`src/rtl/mbist_march_y_ctrl_if.sv`:
```
`timescale 1ns/1ps
// Memory-side bus of the March Y BIST controller: address, strobes and data to a single-port SRAM.
// Latency: none, this is wiring only; read data returns RD_LAT cycles after the read strobe.
// Backpressure: none, the SRAM accepts one op every cycle.
interface mbist_march_y_ctrl_if #(
    parameter int DW = 8,
    parameter int AW = 4
);
    logic [AW-1:0] mem_addr;
    logic          mem_we;
    logic          mem_re;
    logic [DW-1:0] mem_wdata;
    logic [DW-1:0] mem_rdata;

    // Controller side drives the op, memory side returns read data.
    modport master (
        output mem_addr,
        output mem_we,
        output mem_re,
        output mem_wdata,
        input  mem_rdata
    );

    modport slave (
        input  mem_addr,
        input  mem_we,
        input  mem_re,
        input  mem_wdata,
        output mem_rdata
    );
endinterface

```
`src/rtl/mbist_march_y_ctrl.sv`:
```
`timescale 1ns/1ps
// March Y memory BIST: runs w0 / up(r0,w1,r1) / down(r1,w0,r0) / r0 against a sync SRAM, logs first fail.
// Latency: first op one cycle after start; done 8*2^AW + RD_LAT + 1 cycles after start.
// Backpressure: none; start is ignored while busy, stop_on_fail drains outstanding reads early.
module mbist_march_y_ctrl #(
    parameter int             DW     = 8,
    parameter int             AW     = 4,
    parameter int             RD_LAT = 1,
    parameter logic [DW-1:0]  BG     = {DW{1'b0}},
    parameter int             CNTW   = 8
) (
    input  logic                clk,
    input  logic                rst,
    input  logic                start,
    input  logic                stop_on_fail,
    mbist_march_y_ctrl_if.master mem,
    output logic                busy,
    output logic                done,
    output logic                pass,
    output logic [1:0]          element,
    output logic [AW-1:0]       fail_addr,
    output logic [DW-1:0]       fail_exp,
    output logic [DW-1:0]       fail_act,
    output logic [CNTW-1:0]     fail_cnt
);

    typedef enum logic [2:0] {
        S_IDLE,
        S_M0,
        S_M1,
        S_M2,
        S_M3,
        S_DRAIN,
        S_DONE
    } state_t;

    localparam logic [AW-1:0] ADDR_MAX   = '1;
    localparam logic [1:0]    DRAIN_LAST = 2'(RD_LAT - 1);

    state_t        state_q, nxt_state;
    logic [AW-1:0] addr_q, nxt_addr;
    logic [1:0]    op_q, nxt_op;
    logic [1:0]    drain_q, nxt_drain;
    logic          stop_q;
    logic          start_acc;

    // Op decode for the next cycle; nxt_one selects ~BG instead of BG.
    logic          nxt_we, nxt_re, nxt_one;
    logic [DW-1:0] nxt_pat;
    logic [1:0]    nxt_element;

    // Registered memory op and the expected data travelling with a read.
    logic          we_q, re_q;
    logic [DW-1:0] wdata_q, rexp_q;

    // Compare pipe: stage RD_LAT-1 lines up with the returning read data.
    logic          pipe_vld  [RD_LAT];
    logic [AW-1:0] pipe_addr [RD_LAT];
    logic [DW-1:0] pipe_exp  [RD_LAT];
    logic          cmp_vld, mismatch;
    logic          fail_seen;

    assign start_acc = start && (state_q == S_IDLE || state_q == S_DONE);
    assign cmp_vld   = pipe_vld[RD_LAT-1];
    assign mismatch  = cmp_vld && (mem.mem_rdata != pipe_exp[RD_LAT-1]);

    assign mem.mem_addr  = addr_q;
    assign mem.mem_we    = we_q;
    assign mem.mem_re    = re_q;
    assign mem.mem_wdata = wdata_q;

    // Next state: walk elements and addresses, cut to DRAIN on a fail when stopping is enabled.
    always_comb begin
        nxt_state = state_q;
        nxt_addr  = addr_q;
        nxt_op    = op_q;
        nxt_drain = '0;
        case (state_q)
            S_IDLE, S_DONE: begin
                if (start) begin
                    nxt_state = S_M0;
                    nxt_addr  = '0;
                    nxt_op    = '0;
                end
            end
            S_M0: begin
                if (addr_q == ADDR_MAX) begin
                    nxt_state = S_M1;
                    nxt_addr  = '0;
                end else begin
                    nxt_addr = addr_q + AW'(1);
                end
            end
            S_M1: begin
                if (op_q == 2'd2) begin
                    nxt_op = '0;
                    if (addr_q == ADDR_MAX) begin
                        nxt_state = S_M2;
                        nxt_addr  = ADDR_MAX;
                    end else begin
                        nxt_addr = addr_q + AW'(1);
                    end
                end else begin
                    nxt_op = op_q + 2'd1;
                end
            end
            S_M2: begin
                if (op_q == 2'd2) begin
                    nxt_op = '0;
                    if (addr_q == '0) begin
                        nxt_state = S_M3;
                        nxt_addr  = '0;
                    end else begin
                        nxt_addr = addr_q - AW'(1);
                    end
                end else begin
                    nxt_op = op_q + 2'd1;
                end
            end
            S_M3: begin
                if (addr_q == ADDR_MAX) begin
                    nxt_state = S_DRAIN;
                end else begin
                    nxt_addr = addr_q + AW'(1);
                end
            end
            S_DRAIN: begin
                if (drain_q == DRAIN_LAST) begin
                    nxt_state = S_DONE;
                end else begin
                    nxt_drain = drain_q + 2'd1;
                end
            end
            default: nxt_state = S_IDLE;
        endcase
        if (stop_q && mismatch && (state_q inside {S_M0, S_M1, S_M2, S_M3})) begin
            nxt_state = S_DRAIN;
            nxt_addr  = addr_q;
            nxt_op    = op_q;
            nxt_drain = '0;
        end
    end

    // Decode the op that the next state will issue, plus the element number to report.
    always_comb begin
        nxt_we      = 1'b0;
        nxt_re      = 1'b0;
        nxt_one     = 1'b0;
        nxt_element = element;
        case (nxt_state)
            S_IDLE: nxt_element = 2'd0;
            S_M0: begin
                nxt_we      = 1'b1;
                nxt_element = 2'd0;
            end
            S_M1: begin
                nxt_element = 2'd1;
                nxt_we      = (nxt_op == 2'd1);
                nxt_re      = (nxt_op != 2'd1);
                nxt_one     = (nxt_op != 2'd0);
            end
            S_M2: begin
                nxt_element = 2'd2;
                nxt_we      = (nxt_op == 2'd1);
                nxt_re      = (nxt_op != 2'd1);
                nxt_one     = (nxt_op == 2'd0);
            end
            S_M3: begin
                nxt_re      = 1'b1;
                nxt_element = 2'd3;
            end
            default: ;
        endcase
        nxt_pat = nxt_one ? ~BG : BG;
    end

    // State register; stop_on_fail is latched only when a run is accepted.
    always_ff @(posedge clk or posedge rst) begin
        if (rst) begin
            state_q <= S_IDLE;
            addr_q  <= '0;
            op_q    <= '0;
            drain_q <= '0;
            stop_q  <= 1'b0;
        end else begin
            state_q <= nxt_state;
            addr_q  <= nxt_addr;
            op_q    <= nxt_op;
            drain_q <= nxt_drain;
            if (start_acc) begin
                stop_q <= stop_on_fail;
            end
        end
    end

    // Registered memory strobes and status; pass folds in a fail seen on the final compare edge.
    always_ff @(posedge clk or posedge rst) begin
        if (rst) begin
            we_q    <= 1'b0;
            re_q    <= 1'b0;
            wdata_q <= '0;
            rexp_q  <= '0;
            busy    <= 1'b0;
            done    <= 1'b0;
            pass    <= 1'b0;
            element <= 2'd0;
        end else begin
            we_q    <= nxt_we;
            re_q    <= nxt_re;
            if (nxt_we) begin
                wdata_q <= nxt_pat;
            end
            if (nxt_re) begin
                rexp_q <= nxt_pat;
            end
            busy    <= nxt_state inside {S_M0, S_M1, S_M2, S_M3, S_DRAIN};
            done    <= (nxt_state == S_DONE);
            pass    <= (nxt_state == S_DONE) && !(fail_seen || mismatch);
            element <= nxt_element;
        end
    end

    // Shift each issued read's address and expected data toward the compare stage.
    always_ff @(posedge clk or posedge rst) begin
        if (rst) begin
            for (int i = 0; i < RD_LAT; i++) begin
                pipe_vld[i]  <= 1'b0;
                pipe_addr[i] <= '0;
                pipe_exp[i]  <= '0;
            end
        end else begin
            pipe_vld[0]  <= re_q;
            pipe_addr[0] <= addr_q;
            pipe_exp[0]  <= rexp_q;
            for (int i = 1; i < RD_LAT; i++) begin
                pipe_vld[i]  <= pipe_vld[i-1];
                pipe_addr[i] <= pipe_addr[i-1];
                pipe_exp[i]  <= pipe_exp[i-1];
            end
        end
    end

    // Fail log: count every mismatch (saturating), capture details of the first one only.
    always_ff @(posedge clk or posedge rst) begin
        if (rst) begin
            fail_seen <= 1'b0;
            fail_cnt  <= '0;
            fail_addr <= '0;
            fail_exp  <= '0;
            fail_act  <= '0;
        end else if (start_acc) begin
            fail_seen <= 1'b0;
            fail_cnt  <= '0;
            fail_addr <= '0;
            fail_exp  <= '0;
            fail_act  <= '0;
        end else if (mismatch) begin
            if (fail_cnt != '1) begin
                fail_cnt <= fail_cnt + CNTW'(1);
            end
            if (!fail_seen) begin
                fail_seen <= 1'b1;
                fail_addr <= pipe_addr[RD_LAT-1];
                fail_exp  <= pipe_exp[RD_LAT-1];
                fail_act  <= mem.mem_rdata;
            end
        end
    end

endmodule

```
`src/flat_wrapper.sv`:
```
// flat-port wrapper written by rule: the top's interface ports become plain ports
module mbist_march_y_ctrl_flat 
#(
    parameter int             DW     = 8,
    parameter int             AW     = 4,
    parameter int             RD_LAT = 1,
    parameter logic [DW-1:0]  BG     = {DW{1'b0}},
    parameter int             CNTW   = 8
)
  (clk, rst, start, stop_on_fail, busy, done, pass, element, fail_addr, fail_exp, fail_act, fail_cnt, mem_mem_addr, mem_mem_we, mem_mem_re, mem_mem_wdata, mem_mem_rdata);
  mbist_march_y_ctrl_if #(.DW(DW), .AW(AW)) mem_i ();
  input  logic clk;
  input  logic rst;
  input  logic start;
  input  logic stop_on_fail;
  output logic busy;
  output logic done;
  output logic pass;
  output logic [1:0] element;
  output logic [AW-1:0] fail_addr;
  output logic [DW-1:0] fail_exp;
  output logic [DW-1:0] fail_act;
  output logic [CNTW-1:0] fail_cnt;
  output wire logic [$bits(mem_i.mem_addr)-1:0] mem_mem_addr;
  output wire logic [$bits(mem_i.mem_we)-1:0] mem_mem_we;
  output wire logic [$bits(mem_i.mem_re)-1:0] mem_mem_re;
  output wire logic [$bits(mem_i.mem_wdata)-1:0] mem_mem_wdata;
  input wire logic [$bits(mem_i.mem_rdata)-1:0] mem_mem_rdata;
  assign mem_mem_addr = mem_i.mem_addr;
  assign mem_mem_we = mem_i.mem_we;
  assign mem_mem_re = mem_i.mem_re;
  assign mem_mem_wdata = mem_i.mem_wdata;
  assign mem_i.mem_rdata = mem_mem_rdata;
  mbist_march_y_ctrl #(.DW(DW), .AW(AW), .RD_LAT(RD_LAT), .BG(BG), .CNTW(CNTW)) u_core (.clk(clk), .rst(rst), .start(start), .stop_on_fail(stop_on_fail), .mem(mem_i), .busy(busy), .done(done), .pass(pass), .element(element), .fail_addr(fail_addr), .fail_exp(fail_exp), .fail_act(fail_act), .fail_cnt(fail_cnt));
endmodule
```
`config.mk`:
```
export PLATFORM = sky130hd
export DESIGN_NAME = mbist_march_y_ctrl_flat
export DESIGN_NICKNAME = d
export VERILOG_FILES = /design/src/rtl/mbist_march_y_ctrl_if.sv /design/src/rtl/mbist_march_y_ctrl.sv /design/src/flat_wrapper.sv
export SDC_FILE = /design/constraint.sdc
export NUM_CORES = 1
export LEC_CHECK = 0
export ABC_CLOCK_PERIOD_IN_PS = 3250
export CORE_AREA = 2 2 91 93
export CTS_BUF_LIST = sky130_fd_sc_hd__clkbuf_8
export DETAILED_ROUTE_END_ITERATION = 6
export DIE_AREA = 0 0 93 95
export PLACE_DENSITY = 0.6
export SYNTH_ARGS = -nofsm -noshare
export SYNTH_HDL_FRONTEND = slang
export SYNTH_SLANG_ARGS = --single-unit
```
`constraint.sdc`:
```
create_clock -name clk -period 3.25 [get_ports clk]
set_input_delay 0.4875 -clock clk [delete_from_list [all_inputs] [get_ports clk]]
set_output_delay 0.4875 -clock clk [all_outputs]
set_load 0.005 [all_outputs]
```
==> results of run 1 <==
critical path: stages:
cell and delay (ns):
clkdlybuf4s50_1 0.44, or4_4 0.57, o41a_1 0.44, a21oi_1 0.32, a221oi_2 0.16, a211o_1 0.33
a32o_1 0.20
power breakdown:
| part | total [mW] | switching, mW | internal (mW) |
|---|---|---|---|
| clock | 0.412 | 0.188 | 0.224 |
| sequential | 1.11 | 0.260 | 0.850 |
| combinational | 1.63 | 0.765 | 0.864 |
| total | 3.15 | 1.21 | 1.94 |
final cells by class:
| cell class | count | area (sq um) | area share |
|---|---|---|---|
| clock buffer | 5 | 68.8 | 0.0202 |
| clock inverter | 2 | 35.0 | 0.0103 |
| inverter | 12 | 45.0 | 0.0132 |
| multi-input combinational | 191 | 1270 | 0.372 |
| sequential | 49 | 1230 | 0.360 |
| tap | 105 | 131 | 0.0385 |
| timing repair buffer | 65 | 633 | 0.186 |
cells in the mapped netlist (all sizes together) (5+ instances only):
master and number:
nor2 35, nor2b 5, nand2b 11, buf 15, and3 5, o21ai 11, o211ai 5, nand2 17
clkbuf 9, ha 5, a21oi 10, nand3 8, dfrtp 49, inv 12, nor3 7, xnor2 7
mux2i 14
flip-flops by register name (all words and copies together) (netlist names):
register / cells
u_core.rexp_q: 1
u_core.done: 1
u_core.element: 2
u_core.stop_q: 1
u_core.mem.mem_we: 1
u_core.fail_seen: 1
u_core.drain_q: 2
u_core.mem.mem_wdata: 1
u_core.mem.mem_re: 1
u_core.pipe_addr: 4
u_core.fail_addr: 4
u_core.mem.mem_addr: 4
u_core.cmp_vld: 1
u_core.op_q: 2
u_core.busy: 1
u_core.fail_cnt: 8
u_core.pass: 1
u_core.fail_act: 8
u_core.fail_exp: 1
u_core.pipe_exp: 1
u_core.state_q: 3
logic make-up (layout without fill, tap and decap cells):
kind of cell | Yosys count | in the layout | share of synthesized area
AOI/OAI and AO/OA | 52 | 52 | 0.149
xor gates and xnor gates | 11 | 11 | 0.0360
adders and majority gates | 5 | 5 | 0.0234
buffers and inverters | 36 | 84 | 0.0706
DFF | 49 | 49 | 0.458
muxes | 15 | 15 | 0.0566
and+or+nand+nor | 108 | 108 | 0.206
routing by layer:
metal	vias to the layer above	part of all wire	routed length (um)	global-route usage
met5	-	0	0	0
met4	0	0.012	68	0.0404
met3	5	0.039	227	0.0271
met2	46	0.49	2810	0.223
met1	1017	0.46	2650	0.185
li1	1052	-	-	-
per-stage QoR:
stage	worst slack (ns)	utilization	hold WS, ns	cells	power (mW)
floorplan	0.781	-	0.354	276	2.12
global placement	0.236	0.417	0.367	422	2.75
detailed placement	0.195	0.417	0.378	422	2.76
CTS	0.512	0.430	0.399	429	3.19
global route	0.349	0.430	0.424	429	3.44
finish	0.480	0.430	0.389	429	3.15
worst max-delay path by stage:
stage / startpoint / slack [ns] / depth (start not counted) / endpoint
after detailed placement: mem_mem_rdata[4] / 0.20 / 7 / u_core.mem.mem_wdata[6]$_DFFE_PP0P_
final: mem_mem_rdata[4] / 0.48 / 7 / u_core.mem.mem_wdata[6]$_DFFE_PP0P_
after global routing: mem_mem_rdata[4] / 0.35 / 7 / u_core.mem.mem_wdata[6]$_DFFE_PP0P_
after floorplan: mem_mem_rdata[4] / 0.78 / 6 / u_core.mem.mem_wdata[6]$_DFFE_PP0P_
after CTS: mem_mem_rdata[4] / 0.51 / 7 / u_core.mem.mem_wdata[6]$_DFFE_PP0P_
after global placement: mem_mem_rdata[4] / 0.24 / 7 / u_core.mem.mem_wdata[6]$_DFFE_PP0P_
==> results.py, run 1 <==
metrics = {
    "timing": {
        "fin_crit_sh": 0.852,
        "maxSlewViolCount": 0,
        "setup_viol": 0,
        "clock.fmax_mhz": 361,
        "max_slew.worst_pin.slew_ns": 1.02,
        "hold_viol": 0,
        "fin_crit_ns": 2.77,
        "setup-tns-final_ns": 0,
        "rsz0062_at_grt": "no",
        "max_slew_margin": 0.322,
        "fin_skew_ns": 0.00811,
    },
    "worst_setup_path": {
        "r2r_cells": 8,
        "worstPathArrival_ns": 2.96,
        "rr_endpoint": "u_core.rexp_q[6]$_DFFE_PP0P_",
        "crit_required_ns": 3.44,
        "ff2ff_setup_slack_ns": 0.69,
        "cp-end-kind": "flop",
        "r2r_start": "u_core.mem.mem_addr[0]$_DFFE_PP0P_",
        "cp-start-kind": "primary input",
        "path_class": "primary input to flop",
        "crit_fanout": 4,
    },
    "hold_path": {
        "min-delay-start": "u_core.mem.mem_re$_DFF_PP0_",
        "min_to": "u_core.cmp_vld$_DFF_PP0_",
        "worstHoldPathType": "flop to flop",
        "hold_path_depth": 0,
    },
    "finish": {
        "drive_above_1_share": 0.0802,
        "final_cell_mix": "58 x clkdlybuf4s50_1, 49 x dfrtp_1, 35 x nor2_1, 17 x nand2_1, 14 x mux2i_1",
        "final_common_cell": "clkdlybuf4s50_1",
        "area_growth_pct": 27.5,
        "fillCellCount": 791,
        "fin_area_sq_mm": 0.00341,
        "num_antenna_cells": 0,
        "nets": 341,
    },
    "logic_synthesis": {
        "ys_types": 51,
        "synth_fp_nets": 293,
        "synth_seq_cells": 49,
        "synth_area_sq_mm": 0.00268,
        "netlist_top_cells_area": "dfrtp_1 46%, mux2i_1 5.2%, nor2_1 4.9%",
        "synth_top_cell_by_area": "dfrtp_1",
        "synth_area_per_cell_sq_um": 9.69,
        "synth-seq-area-share": 0.458,
        "synth-edff-count": 0,
        "synth_top_area_share": 0.458,
        "async_flop_share": 1.00,
        "yosys_warnings": 0,
        "synth_cells": 276,
        "synthFlopType": "dfrtp_1",
    },
    "power_and_ir_drop": {
        "p_leak_nw": 1.41,
        "ir_worst_vdd_v": 0.000272,
        "powerDensity_mw_per_mm2": 924,
    },
    "floorplanning": {
        "ios": 59,
        "coreArea_sq_mm": 0.00793,
        "die_h_um": 95,
        "design.die.area_sq_mm": 0.00884,
        "num_rows": 33,
        "die_w_um": 93,
        "start_util": 0.337,
    },
    "clocking": {
        "post_cts.repair.setup_buffers": 0,
        "cts_resized": 0,
        "cts_made_buffers": 5,
        "clock_latency_ns": 0.30,
        "cts_buffer_depth": 2,
        "holdBufCountCts": 0,
        "path_clk_slew_ns": 0.09,
        "clock-root-buffer": "clkbuf_8",
        "clock_sinks": 49,
        "cts_htree_levels": 2,
        "cts_tree": "done",
    },
    "place": {
        "placement.cell_area_sq_mm": 0.00331,
        "portBuffers": 58,
        "place_hpwl_mm": 4.34,
        "gp_congestion": 0.784,
    },
    "grt": {
        "grt-ovfl-total": 0,
        "grt_usage": 0.137,
        "grt_max_degree": 50,
        "grt_pass1_vias": 1981,
        "antenna_found_initial": 0,
        "grt_first_pass_wirelength_mm": 9.63,
    },
    "route": {
        "detail_route.vias_per_cell": 4.94,
        "ant_nets": 0,
        "wl_per_cell_um": 13.4,
        "drc": 0,
        "drtPass1Iterations": 4,
        "num_vias": 2120,
        "drt_iter0_drc": 97,
        "totalWireLength_mm": 5.76,
    },
    "status": {
        "run_status": "finished clean",
    },
    "flow_run": {
        "cap_violations": 0,
    },
}
(Power assumes the default switching activity.)
==> run 2: changes to the inputs <==
Settings changed: CAP_MARGIN set to 10.
==> results of run 2 <==
No change in the layout: final DEF, timing and power equal those of run 1.
==> run 3: changes to the inputs <==
Settings changed: ABC_CLOCK_PERIOD_IN_PS 3250 to 2510, PLACE_DENSITY 0.6 to 0.62.
Clock period 3.25 ns to 2.51 ns, I/O delays scaled along.
==> run 3 against run 2 <==
Net effect:
- critical endpoint unchanged
- total power grew 45%
- non-clock buffer count up 28
- cell count up 6.8%
- sequential share of layout area decreased by 3.0 points
==> results.py, run 3 (synthesized netlist as in run 1, its figures left out) <==
metrics = {
    "power_and_ir_drop": {
        "power_mw": 4.56,
        "p_leak_nw": 1.60,
        "powerDensity_mw_per_mm2": 1230,
        "ir_worst_vdd_v": 0.000399,
    },
    "worst_setup_path": {
        "cp-end-kind": "flop",
        "cp-start-kind": "flop",
        "worstPathArrival_ns": 2.57,
        "crit_required_ns": 2.71,
        "crit_fanout": 5,
        "critical_path.cell_chain": "ha_1 > and3_2 > o211ai_1 > nor3b_2 > buf_4 > nor4b_4 > buf_4 > a211o_1 > a32o_1",
        "r2r_cells": 9,
        "r2r_start": "u_core.mem.mem_addr[0]$_DFFE_PP0P_",
        "cpPeakStageDelay_ns": 0.43,
        "cp_slowest_cell": "dfrtp_1",
        "ff2ff_setup_slack_ns": 0.14,
        "rr_endpoint": "u_core.mem.mem_wdata[6]$_DFFE_PP0P_",
        "path_class": "flop to flop",
        "crit_path_frequent_cell": "buf_4",
    },
    "route": {
        "drtPass1Iterations": 6,
        "ant_nets": 0,
        "drt_iter0_drc": 63,
        "num_vias": 2236,
        "detail_route.vias_per_cell": 4.88,
        "drc": 0,
        "totalWireLength_mm": 6.31,
        "wl_per_cell_um": 13.8,
    },
    "place": {
        "place_hpwl_mm": 4.74,
        "portBuffers": 58,
        "gp_congestion": 0.798,
        "pre_cts_slack_ns": -0.376,
    },
    "grt": {
        "grt_pass1_vias": 2266,
        "grt-ovfl-total": 0,
        "grt_first_pass_wirelength_mm": 10.6,
        "antenna_found_initial": 0,
        "grt_max_degree": 19,
        "grt_usage": 0.148,
    },
    "clocking": {
        "holdBufCountCts": 0,
        "clock-root-buffer": "clkbuf_8",
        "cts_made_buffers": 5,
        "clock_sinks": 49,
        "path_clk_slew_ns": 0.09,
        "clock_latency_ns": 0.30,
        "cts_htree_levels": 2,
        "cts_tree": "done",
        "cts_buffer_depth": 2,
    },
    "hold_path": {
        "worstHoldPathType": "primary input to asynchronous set/reset pin",
    },
    "timing": {
        "max_slew_margin": 0.590,
        "fin_crit_ns": 2.37,
        "maxSlewViolCount": 0,
        "holdWs_ns": 0.337,
        "max_slew.worst_pin.slew_ns": 0.612,
        "clock.fmax_mhz": 422,
        "worst_slack_ns": 0.142,
        "setup_viol": 0,
        "fin_skew_ns": 0.00525,
        "fin_crit_sh": 0.943,
        "hold_viol": 0,
    },
    "floorplanning": {
        "coreArea_sq_mm": 0.00793,
        "num_rows": 33,
        "start_util": 0.337,
        "ios": 59,
        "die_w_um": 93,
        "design.die.area_sq_mm": 0.00884,
        "die_h_um": 95,
    },
    "finish": {
        "area_growth_pct": 38.9,
        "final_common_cell": "clkdlybuf4s50_1",
        "fillCellCount": 748,
        "final_cell_mix": "54 x clkdlybuf4s50_1, 49 x dfrtp_1, 35 x nor2_1, 34 x buf_4, 17 x nand2_1",
        "nets": 369,
        "drive_above_1_share": 0.184,
        "biggestRegsByFlops": "u_core.fail_act: 8 flops, u_core.fail_cnt: 8 flops",
        "num_antenna_cells": 0,
    },
    "status": {
        "run_status": "finished clean",
    },
    "flow_run": {
        "cap_violations": 0,
    },
}
-- run 3: per-stage QoR --
step	utilization	instances	cell area, sq um	TNS (ns)
CTS	0.460	456	3650	-0.00151
detailed placement	0.443	448	3510	-3.90
global route	0.469	458	3710	-0.0131
floorplan	-	276	2680	0
finish	0.469	458	3710	0
global placement	0.443	448	3510	-1.78
-- run 3: power by group --
group          internal (mW)  switching (mW)
Combinational           1.41            1.15
Sequential              1.10           0.295
Clock                  0.324           0.274
-- run 3: worst max-delay path by stage --
stage | from | to | slack, ns
floorplan | mem_mem_rdata[4] | u_core.mem.mem_wdata[6]$_DFFE_PP0P_ | 0.15
global placement | mem_mem_rdata[4] | u_core.mem.mem_wdata[6]$_DFFE_PP0P_ | -0.28
detailed placement | mem_mem_rdata[4] | u_core.rexp_q[6]$_DFFE_PP0P_ | -0.38
CTS | mem_mem_rdata[4] | u_core.mem.mem_wdata[6]$_DFFE_PP0P_ | -0.002
global route | u_core.mem.mem_addr[3]$_DFFE_PP0P_ | u_core.mem.mem_wdata[6]$_DFFE_PP0P_ | -0.01
finish | u_core.mem.mem_addr[0]$_DFFE_PP0P_ | u_core.mem.mem_wdata[6]$_DFFE_PP0P_ | 0.14
-- run 3: what timing repair did --
item,in CTS,in global routing
endpoints found under the setup margin,2,4
resized for setup,2,16
setup buffers,0,2
pin swaps,0,9
-- run 3: cell type report --
type / count / area, sq um / share of cell area
multi-input combinational: 191 / 1330 / 0.357
sequential: 49 / 1230 / 0.330
timing repair buffer: 93 / 866 / 0.233
tap: 105 / 131 / 0.0354
clock buffer: 6 / 82.6 / 0.0222
inverter: 12 / 45.0 / 0.0121
clock inverter: 2 / 37.5 / 0.0101
-- run 3: critical path, delay by kind of cell, from the launching register on --
kind	cells	cell delay, ns
compound gates	3	0.77
simple gates	3	0.53
flops	1	0.43
buf+inv	2	0.30
fa+ha+maj	1	0.23
-- run 3: layer usage --
layer / part of all wire / track usage / wire length, um
met1: 0.46 / 0.191 / 2890
met5: 0 / 0 / 0
met4: 0.022 / 0.0551 / 138
met3: 0.042 / 0.0295 / 268
met2: 0.48 / 0.248 / 3020
